==> src/rtl/mem_pkg.sv <==
// Shared definitions for the memory subsystem: RAM geometry and the
// requester identifiers used by the arbiter's round-robin pointer.
package mem_pkg;

    localparam int MEM_AW = 7;
    localparam int MEM_DW = 16;

    typedef enum logic {
        PORT_IFETCH = 1'b0,
        PORT_DATA   = 1'b1
    } port_id_t;

    // The port that wins a contended cycle when p was granted last.
    function automatic port_id_t other_port(input port_id_t p);
        return (p == PORT_IFETCH) ? PORT_DATA : PORT_IFETCH;
    endfunction

endpackage

==> src/rtl/mem_arbiter_if.sv <==
// Requester and RAM-side signals of the program/data RAM arbiter.
// master: processor ports plus RAM model; slave: the arbiter itself.
interface mem_arbiter_if #(
    parameter int AW = mem_pkg::MEM_AW,
    parameter int DW = mem_pkg::MEM_DW
);
    logic          i_req;
    logic [AW-1:0] i_addr;
    logic          i_gnt;
    logic          i_rvalid;

    logic          d_req;
    logic          d_we;
    logic [AW-1:0] d_addr;
    logic [DW-1:0] d_wdata;
    logic          d_gnt;
    logic          d_rvalid;

    logic [DW-1:0] rdata;

    logic          ram_wr;
    logic [AW-1:0] ram_addr;
    logic [DW-1:0] ram_din;
    logic [DW-1:0] ram_dout;

    modport master (
        output i_req, i_addr, d_req, d_we, d_addr, d_wdata, ram_dout,
        input  i_gnt, i_rvalid, d_gnt, d_rvalid, rdata, ram_wr, ram_addr, ram_din
    );

    modport slave (
        input  i_req, i_addr, d_req, d_we, d_addr, d_wdata, ram_dout,
        output i_gnt, i_rvalid, d_gnt, d_rvalid, rdata, ram_wr, ram_addr, ram_din
    );

endinterface

==> src/rtl/mem_arbiter_rr_arb2.sv <==
// Two-way round-robin grant: req[0] = instruction fetch, req[1] = data.
// A contended cycle goes to the port that did not win last time.
module rr_arb2
    import mem_pkg::*;
(
    input  logic       en,
    input  logic [1:0] req,
    input  port_id_t   last,
    output logic [1:0] gnt
);

    always_comb begin
        gnt = 2'b00;
        if (en) begin
            unique case (req)
                2'b01:   gnt = 2'b01;
                2'b10:   gnt = 2'b10;
                2'b11:   gnt = (other_port(last) == PORT_IFETCH) ? 2'b01 : 2'b10;
                default: gnt = 2'b00;
            endcase
        end
    end

endmodule

==> src/rtl/mem_arbiter.sv <==
// Single-port RAM arbiter between instruction fetch and data ports.
// Optional MEM_ARB_PERF_EN adds a saturating contention counter on conflicts.
module mem_arbiter
    import mem_pkg::*;
#(
    parameter int AW = MEM_AW,
    parameter int DW = MEM_DW
) (
    input  logic          clk,
    input  logic          reset,
    mem_arbiter_if.slave  bus,
    output logic [15:0]   conflicts
);

    logic [1:0]    gnt;
    port_id_t      last_q;
    port_id_t      last_d;
    logic          i_vld_p1;
    logic          d_vld_p1;
    logic [AW-1:0] addr_mux;
    logic [DW-1:0] din_mux;
    logic          wr_mux;

    // Grants are held off while reset is low, which also blocks any write.
    rr_arb2 u_rr (
        .en   (reset),
        .req  ({bus.d_req, bus.i_req}),
        .last (last_q),
        .gnt  (gnt)
    );

    always_comb begin
        last_d   = last_q;
        addr_mux = bus.i_addr;
        din_mux  = '0;
        wr_mux   = 1'b0;
        if (gnt[0]) begin
            last_d = PORT_IFETCH;
        end else if (gnt[1]) begin
            last_d   = PORT_DATA;
            addr_mux = bus.d_addr;
            din_mux  = bus.d_wdata;
            wr_mux   = bus.d_we;
        end
    end

    // p0 -> p1: the RAM registers its read data, so valid lags the grant by one.
    always_ff @(posedge clk) begin
        if (!reset) begin
            last_q   <= PORT_DATA;
            i_vld_p1 <= 1'b0;
            d_vld_p1 <= 1'b0;
        end else begin
            last_q   <= last_d;
            i_vld_p1 <= gnt[0];
            d_vld_p1 <= gnt[1] & ~bus.d_we;
        end
    end

    assign bus.i_gnt    = gnt[0];
    assign bus.d_gnt    = gnt[1];
    assign bus.i_rvalid = i_vld_p1;
    assign bus.d_rvalid = d_vld_p1;
    assign bus.rdata    = bus.ram_dout;
    assign bus.ram_wr   = wr_mux;
    assign bus.ram_addr = addr_mux;
    assign bus.ram_din  = din_mux;

`ifdef MEM_ARB_PERF_EN
    function automatic logic [15:0] sat_inc16(input logic [15:0] v);
        return (v == 16'hFFFF) ? v : v + 16'd1;
    endfunction

    logic [15:0] conf_q;

    always_ff @(posedge clk) begin
        if (!reset) begin
            conf_q <= '0;
        end else if (bus.i_req & bus.d_req) begin
            conf_q <= sat_inc16(conf_q);
        end
    end

    assign conflicts = conf_q;
`else
    assign conflicts = 16'h0;
`endif

endmodule
==> src/flat_wrapper.sv <==
// flat-port wrapper written by rule: the top's interface ports become plain ports
module mem_arbiter_flat import mem_pkg::*;
#(
    parameter int AW = MEM_AW,
    parameter int DW = MEM_DW
)
  (clk, reset, conflicts, bus_i_req, bus_i_addr, bus_d_req, bus_d_we, bus_d_addr, bus_d_wdata, bus_ram_dout, bus_i_gnt, bus_i_rvalid, bus_d_gnt, bus_d_rvalid, bus_rdata, bus_ram_wr, bus_ram_addr, bus_ram_din);
  mem_arbiter_if #(.AW(AW), .DW(DW)) bus_i ();
  input  logic clk;
  input  logic reset;
  output logic [15:0] conflicts;
  input wire logic [$bits(bus_i.i_req)-1:0] bus_i_req;
  input wire logic [$bits(bus_i.i_addr)-1:0] bus_i_addr;
  input wire logic [$bits(bus_i.d_req)-1:0] bus_d_req;
  input wire logic [$bits(bus_i.d_we)-1:0] bus_d_we;
  input wire logic [$bits(bus_i.d_addr)-1:0] bus_d_addr;
  input wire logic [$bits(bus_i.d_wdata)-1:0] bus_d_wdata;
  input wire logic [$bits(bus_i.ram_dout)-1:0] bus_ram_dout;
  output wire logic [$bits(bus_i.i_gnt)-1:0] bus_i_gnt;
  output wire logic [$bits(bus_i.i_rvalid)-1:0] bus_i_rvalid;
  output wire logic [$bits(bus_i.d_gnt)-1:0] bus_d_gnt;
  output wire logic [$bits(bus_i.d_rvalid)-1:0] bus_d_rvalid;
  output wire logic [$bits(bus_i.rdata)-1:0] bus_rdata;
  output wire logic [$bits(bus_i.ram_wr)-1:0] bus_ram_wr;
  output wire logic [$bits(bus_i.ram_addr)-1:0] bus_ram_addr;
  output wire logic [$bits(bus_i.ram_din)-1:0] bus_ram_din;
  assign bus_i.i_req = bus_i_req;
  assign bus_i.i_addr = bus_i_addr;
  assign bus_i.d_req = bus_d_req;
  assign bus_i.d_we = bus_d_we;
  assign bus_i.d_addr = bus_d_addr;
  assign bus_i.d_wdata = bus_d_wdata;
  assign bus_i.ram_dout = bus_ram_dout;
  assign bus_i_gnt = bus_i.i_gnt;
  assign bus_i_rvalid = bus_i.i_rvalid;
  assign bus_d_gnt = bus_i.d_gnt;
  assign bus_d_rvalid = bus_i.d_rvalid;
  assign bus_rdata = bus_i.rdata;
  assign bus_ram_wr = bus_i.ram_wr;
  assign bus_ram_addr = bus_i.ram_addr;
  assign bus_ram_din = bus_i.ram_din;
  mem_arbiter #(.AW(AW), .DW(DW)) u_core (.clk(clk), .reset(reset), .bus(bus_i), .conflicts(conflicts));
endmodule
==> config.mk <==
export PLATFORM = sky130hd
export DESIGN_NAME = mem_arbiter_flat
export DESIGN_NICKNAME = d
export VERILOG_FILES = /design/src/rtl/mem_pkg.sv /design/src/rtl/mem_arbiter_if.sv /design/src/rtl/mem_arbiter_rr_arb2.sv /design/src/rtl/mem_arbiter.sv /design/src/flat_wrapper.sv
export SDC_FILE = /design/constraint.sdc
export NUM_CORES = 1
export LEC_CHECK = 0
export ABC_AREA = 1
export CORE_ASPECT_RATIO = 0.6
export CORE_MARGIN = 2
export CORE_UTILIZATION = 20
export DETAILED_ROUTE_END_ITERATION = 8
export PLACE_DENSITY = 0.75
export SLEW_MARGIN = 20
export SYNTH_ARGS = -nofsm -noshare
export SYNTH_HDL_FRONTEND = slang
export SYNTH_SLANG_ARGS = --single-unit
==> constraint.sdc <==
create_clock -name clk -period 1.1 [get_ports clk]
set_clock_uncertainty 0.2 [all_clocks]
set_input_delay 0.11 -clock clk [delete_from_list [all_inputs] [get_ports clk]]
set_output_delay 0.11 -clock clk [all_outputs]
set_load 0.05 [all_outputs]
==> reports/results.txt, run 1 <==
WP buf/inv: 3
Largest net degree at the start of global routing: 8
CP Data Required Time: 790 ps
Worst-Skew Late Latency: 210 ps
Hold Buf Count CTS: 0
Final Hold Vio Count: 0
CTS Root Cell: clkbuf_8
Worst-path clk slew: 30 ps
CTS tree: built
Synthesis-stage register bit count: 3
Leakage: 0.825 nW
Clock tree buffer depth: 2
Maxcap violations: 0
First-pass GRT wire length: 3450 µm
Reg2reg end: u_core.bus.d_rvalid$_SDFF_PN0_
Global placement routability congestion: 0.781
Die height: 49.8 µm
Area of the multi-input gates: 500 µm²
Critical Path AT: 1170 ps
Crit path max-delay family: buffers and inverters
RSZ-0062 raised after global routing: true
Util after Layout: 55.6%
CTS sink cnt: 3
Critical Path Fanout Max: 6
GRT Resource Usage Total: 11.4%
Sequential area share after synthesis: 8.60%
Syn. warnings: 0
Area Growth Syn to Fin: 163%
WL final: 2290 µm
Peak supply drop: 0.387 mV
Sequential Area: 61.3 µm²
Crit end category: primary output
Number of global-route vias before repair: 760
Hold Path Depth: 0
FMAX: 0.676 GHz
Largest stage delay, worst path: 350 ps
Crit path cell chain: nand2_4 > nand2_4 > buf_4 > clkinvlp_4 > buf_12
Starting density of the core: 21.1%
Distinct cells, synth: 16
Ports: 111
Initial DRC count: 13
H-Tree Depth: 1
Share of layout cells above drive strength 1: 53.5%
Crit path time final: 1480 ps
Final nets: 222
DPL Wire Length: 1950 µm
Hold Startpoint: bus_ram_dout[0]
Slew Limit Fails: 0
Synthesized area: 698 µm²
Port Buffers: 62
Worst Hold Path EP: bus_rdata[0]
Crit-path slowest cell: dfxtp_2
Std-Cell Rows: 16
Grt ovf: 0
Worst Reg-to-Reg Cells: 5
# diodes: 0
Initial antenna violation count: 0
CTS buffer count: 3
Detailed Routing Iterations Pass 1: 2
Avg Vias per Cell: 3.67
Failing checks: setup timing
Die area: 3990 µm²
Reg2Reg Setup Slack: -50 ps
Routed WL per cell: 10.7 µm
Die Wd: 80.3 µm
Setup slack after layout: -379 ps
Mapped Cells: 105
RR Startpoint: u_core.last_q$_SDFFE_PN1P_
Fillers: 309
Average cell area after synthesis: 6.65 µm²
Final period utilization: 134%
Kind of critical path: reg -> out
ANT nets after route: 0
Outcome: complete, but fails checks
Core area: 3300 µm²
Setup-failing EPs final: 27
Post-route DRC violation count: 0
Place WS: -561 ps
Routed via count: 790
Crit-path most repeated cell: nand2_4
PD cells: 744 nW/µm²
Hold Path Class: in -> out
CP startpoint kind: flip-flop
cell usage after synthesis (all sizes together):
library cell   n  area, µm²
nand3          7       35.0
conb           1       3.75
dfxtp          3       60.1
o211ai         1       7.51
a21oi          2       10.0
clkinv         1       8.76
buf           34        272
nand2         19        108
inv           19       71.3
nor2          18        123
cell usage in the layout (no fill, tap or decap):
master	count
a21oi_2	2
buf_12	32
buf_4	9
buf_6	4
clkbuf_1	1
clkbuf_8	3
clkdlybuf4s50_1	31
clkinv_4	1
clkinvlp_4	1
conb_1	16
dfxtp_1	2
dfxtp_2	1
dlygate4sd2_1	3
inv_1	17
inv_2	1
nand2_1	4
nand2_2	10
nand2_4	4
nand2_8	2
nand3_1	4
nand3_2	3
nor2_4	18
o211ai_1	1
per-stage QoR:
step | power [mW] | area (µm²) | hold slack [ps] | cells | setup TNS (ps)
2_1_floorplan | 0.791 | 881 | -24.6 | 120 | -2830
3_3_place_gp | 0.994 | 1680 | 20.3 | 204 | -13300
3_5_place_dp | 1.01 | 1680 | 20.3 | 204 | -13570
4_1_cts | 1.38 | 1830 | 20.3 | 215 | -9750
5_1_grt | 1.43 | 1840 | 20.1 | 215 | -10690
6_report | 1.37 | 1840 | 20.0 | 215 | -9320
final cells by class:
type,instances,area share [%]
sequential,3,3.34
tap,45,3.07
timing repair buffer,79,59.3
clock buffer,4,2.45
multi-input combinational,64,27.2
inverter,20,4.56
kinds of logic (layout without fill, tap and decap cells):
kind of cell | count (synthesis) | count (layout) | synth area share, %
buf+inv | 54 | 103 | 50.4
simple gates | 44 | 45 | 38.0
flops | 3 | 3 | 8.60
other cells | 1 | 16 | 0.537
compound gates | 3 | 3 | 2.51
power breakdown:
part / switching (mW) / internal, mW
registers: 0.00623 / 0.117
clock network: 0.0718 / 0.247
logic: 0.511 / 0.413
total: 0.589 / 0.777
state kept, by name (all words and copies together) (netlist names):
name / flops
u_core.bus.d_rvalid: 1
u_core.bus.i_rvalid: 1
u_core.last_q: 1
worst max path at each step:
| stage | to | from | slack (ps) | cells past startpoint |
|---|---|---|---|---|
| after CTS | bus_ram_addr[3] | u_core.last_q$_SDFFE_PN1P_ | -390 | 6 |
| after floorplan | bus_ram_din[0] | u_core.last_q$_SDFFE_PN1P_ | -150 | 4 |
| final | bus_d_gnt | u_core.last_q$_SDFFE_PN1P_ | -380 | 5 |
| after detailed placement | bus_ram_addr[1] | reset | -560 | 7 |
| after global routing | bus_ram_addr[3] | u_core.last_q$_SDFFE_PN1P_ | -430 | 6 |
| after global placement | bus_ram_din[12] | reset | -540 | 7 |
per-layer routing:
layer | global-route usage (%) | routed length, µm | part of all wire (%)
met5 | 0 | 0 | 0
met3 | 5.49 | 258 | 11
met2 | 19.7 | 1180 | 52
met4 | 3.11 | 0 | 0
met1 | 12.5 | 853 | 37
what timing repair did:
| action | CTS | global route |
|---|---|---|
| setup buffers | 6 | 0 |
| setup endpoints to repair | 27 | 29 |
| pin swaps | 7 | 0 |
| gates resized for setup | 14 | 3 |
| cloned | 1 | 0 |
(Power assumes the default switching activity.)
==> run 2, diff against run 1 <==
--- a/config.mk
+++ b/config.mk
@@ -11,6 +11,7 @@
 export CORE_UTILIZATION = 20
 export DETAILED_ROUTE_END_ITERATION = 8
 export PLACE_DENSITY = 0.75
+export SKIP_LAST_GASP = 1
 export SLEW_MARGIN = 20
 export SYNTH_ARGS = -nofsm -noshare
 export SYNTH_HDL_FRONTEND = slang
==> reports/results.txt, run 2 (synthesis gave the netlist of run 1 again) <==
Outcome: complete, but fails checks (unchanged)
Failing checks: setup timing (unchanged)
Die height: 49.8 µm (unchanged)
Avg Vias per Cell: 3.65 (was 3.67)
Post-route DRC violation count: 0 (unchanged)
Grt ovf: 0 (unchanged)
Total power: 1.36 mW (was 1.37 mW)
Starting density of the core: 21.1% (unchanged)
Util after Layout: 55.3% (was 55.6%)
Min Hold Slack: 20.0 ps (unchanged)
Crit path time final: 1470 ps (was 1480 ps)
Reg2Reg Setup Slack: -40 ps (was -50 ps)
Critical Path Fanout Max: 6 (unchanged)
Maxcap violations: 0 (unchanged)
Initial antenna violation count: 0 (unchanged)
Most common cell after layout, fill and taps aside: buf_12 (unchanged)
Detailed Routing Iterations Pass 1: 2 (unchanged)
Setup-failing EPs final: 28 (was 27)
Clock power share: 23.5% (was 23.3%)
Clock tree buffer depth: 2 (unchanged)
FMAX: 0.679 GHz (was 0.676 GHz)
Worst-Skew Late Latency: 210 ps (about the same)
Hold Buf Count CTS: 0 (unchanged)
Ports: 111 (unchanged)
Kind of critical path: reg -> out (unchanged)
Place WS: -561 ps (unchanged)
CTS Root Cell: clkbuf_8 (unchanged)
Initial DRC count: 12 (was 13)
Die Wd: 80.3 µm (unchanged)
Critical Path AT: 1160 ps (was 1170 ps)
Slew Limit Fails: 0 (unchanged)
Hold Path Depth: 0 (unchanged)
CTS tree: built (unchanged)
Most frequent cells in the layout: buf_12 (32), clkdlybuf4s50_1 (31), inv_1 (18), nor2_4 (18), conb_1 (16) (was buf_12 (32), clkdlybuf4s50_1 (31), nor2_4 (18))
Share of layout cells above drive strength 1: 51.8% (was 53.5%)
Routed via count: 784 (was 790)
Fillers: 309 (unchanged)
# diodes: 0 (unchanged)
RR Startpoint: u_core.last_q$_SDFFE_PN1P_ (unchanged)
Worst Hold Path EP: bus_rdata[0] (unchanged)
Global placement routability congestion: 0.781 (unchanged)
Leakage: 0.826 nW (was 0.825 nW)
Worst-path clk slew: 30 ps (about the same)
CTS buffer count: 3 (unchanged)
Logic gate share of total power: 67.5% (was 67.6%)
PD cells: 744 nW/µm² (about the same)
Sw Ratio: 43.1% (about the same)
Die area: 3990 µm² (unchanged)
GRT Resource Usage Total: 11.4% (unchanged)
Largest net degree at the start of global routing: 8 (unchanged)
Routed WL per cell: 10.6 µm (was 10.7 µm)
Final nets: 222 (unchanged)
Peak supply drop: 0.386 mV (was 0.387 mV)
CP startpoint kind: flip-flop (unchanged)
Final period utilization: 134% (about the same)
Area Growth Syn to Fin: 162% (was 163%)
Core area: 3300 µm² (unchanged)
Port Buffers: 62 (unchanged)
CTS sink cnt: 3 (unchanged)
CP Data Required Time: 790 ps (about the same)
Net Switching: 0.585 mW (was 0.589 mW)
Worst Setup SP: u_core.last_q$_SDFFE_PN1P_ (unchanged)
Setup slack after layout: -372 ps (was -379 ps)
First-pass GRT wire length: 3460 µm (was 3450 µm)
Number of global-route vias before repair: 762 (was 760)
Hold Startpoint: bus_ram_dout[0] (unchanged)
Worst Reg-to-Reg Cells: 5 (unchanged)
P_int: 0.774 mW (was 0.777 mW)
H-Tree Depth: 1 (unchanged)
DPL Wire Length: 1950 µm (unchanged)
ANT nets after route: 0 (unchanged)
Crit end category: primary output (unchanged)
Std-Cell Rows: 16 (unchanged)
Hold Path Class: in -> out (unchanged)
Final Hold Vio Count: 0 (unchanged)
RSZ-0062 raised after global routing: true (unchanged)
WL final: 2280 µm (was 2290 µm)
Reg2reg end: u_core.bus.d_rvalid$_SDFF_PN0_ (unchanged)
Reg power frac: 9.0% (about the same)
run 2: cell counts in the layout (fill, tap and decap cells not counted):
No cell type changed its count.
run 2: power by group through the flow:
stage          clock network (mW)  logic, mW  registers (mW)
2_1_floorplan                   0      0.657           0.134
3_5_place_dp                    0      0.881           0.124
3_3_place_gp                    0      0.869           0.124
4_1_cts                     0.333      0.926           0.123
6_report                    0.319      0.918           0.123
5_1_grt                     0.341      0.957           0.124
run 2: worst max path at each step:
stage / endpoint / slack [ps] / cells after the start
floorplan: bus_ram_din[0] / -150 / 4
global placement: bus_ram_din[12] / -540 / 7
detailed placement: bus_ram_addr[1] / -560 / 7
CTS: bus_ram_addr[3] / -390 / 6
global route: bus_ram_addr[3] / -440 / 6
finish: bus_d_gnt / -370 / 5
run 2: cell type report:
cell class	count	area, µm²	share of cell area (%)
Clock buffer	4	45.0	2.47
Timing Repair Buffer	79	1090	59.5
Sequential cell	3	61.3	3.36
Inverter	20	83.8	4.59
Multi-Input combinational cell	64	494	27.1
Tap cell	45	56.3	3.08
run 2: routing by layer:
metal  vias to the layer above  GRT usage (%)  routed length (µm)
met5                         -              0                   0
met4                         0           3.11                   0
met3                         0           5.49                 258
met2                        46           19.7                1170
met1                       350           12.5                 848
li1                        388              -                   -
run 2: critical path, cell delays in order (launching register included):
cell,delay (ps)
dfxtp_2,340
nand2_4,100
nand2_4,130
buf_4,130
clkinvlp_4,80
buf_12,150
run 2: through the flow:
stage / cells / cell area, µm² / TNS, ps
CTS: 215 / 1830 / -9760
global placement: 204 / 1680 / -13300
floorplan: 120 / 881 / -2830
detailed placement: 204 / 1680 / -13570
global route: 215 / 1830 / -10840
finish: 215 / 1830 / -9260
run 2: timing repair:
item,CTS,global route
pin swaps,7,0
resized for setup,13,0
endpoints found under the setup margin,27,28
buffers inserted,6,0
gates cloned,1,0
==> run 3, diff against run 2 <==
--- a/config.mk
+++ b/config.mk
@@ -9,10 +9,11 @@
 export CORE_ASPECT_RATIO = 0.6
 export CORE_MARGIN = 2
 export CORE_UTILIZATION = 20
+export CTS_CLUSTER_SIZE = 10
 export DETAILED_ROUTE_END_ITERATION = 8
+export GPL_ROUTABILITY_DRIVEN = 0
 export PLACE_DENSITY = 0.75
 export SKIP_LAST_GASP = 1
-export SLEW_MARGIN = 20
 export SYNTH_ARGS = -nofsm -noshare
 export SYNTH_HDL_FRONTEND = slang
 export SYNTH_SLANG_ARGS = --single-unit
==> results of run 3 <==
The final DEF is identical to that of run 2; final timing and power are the same.
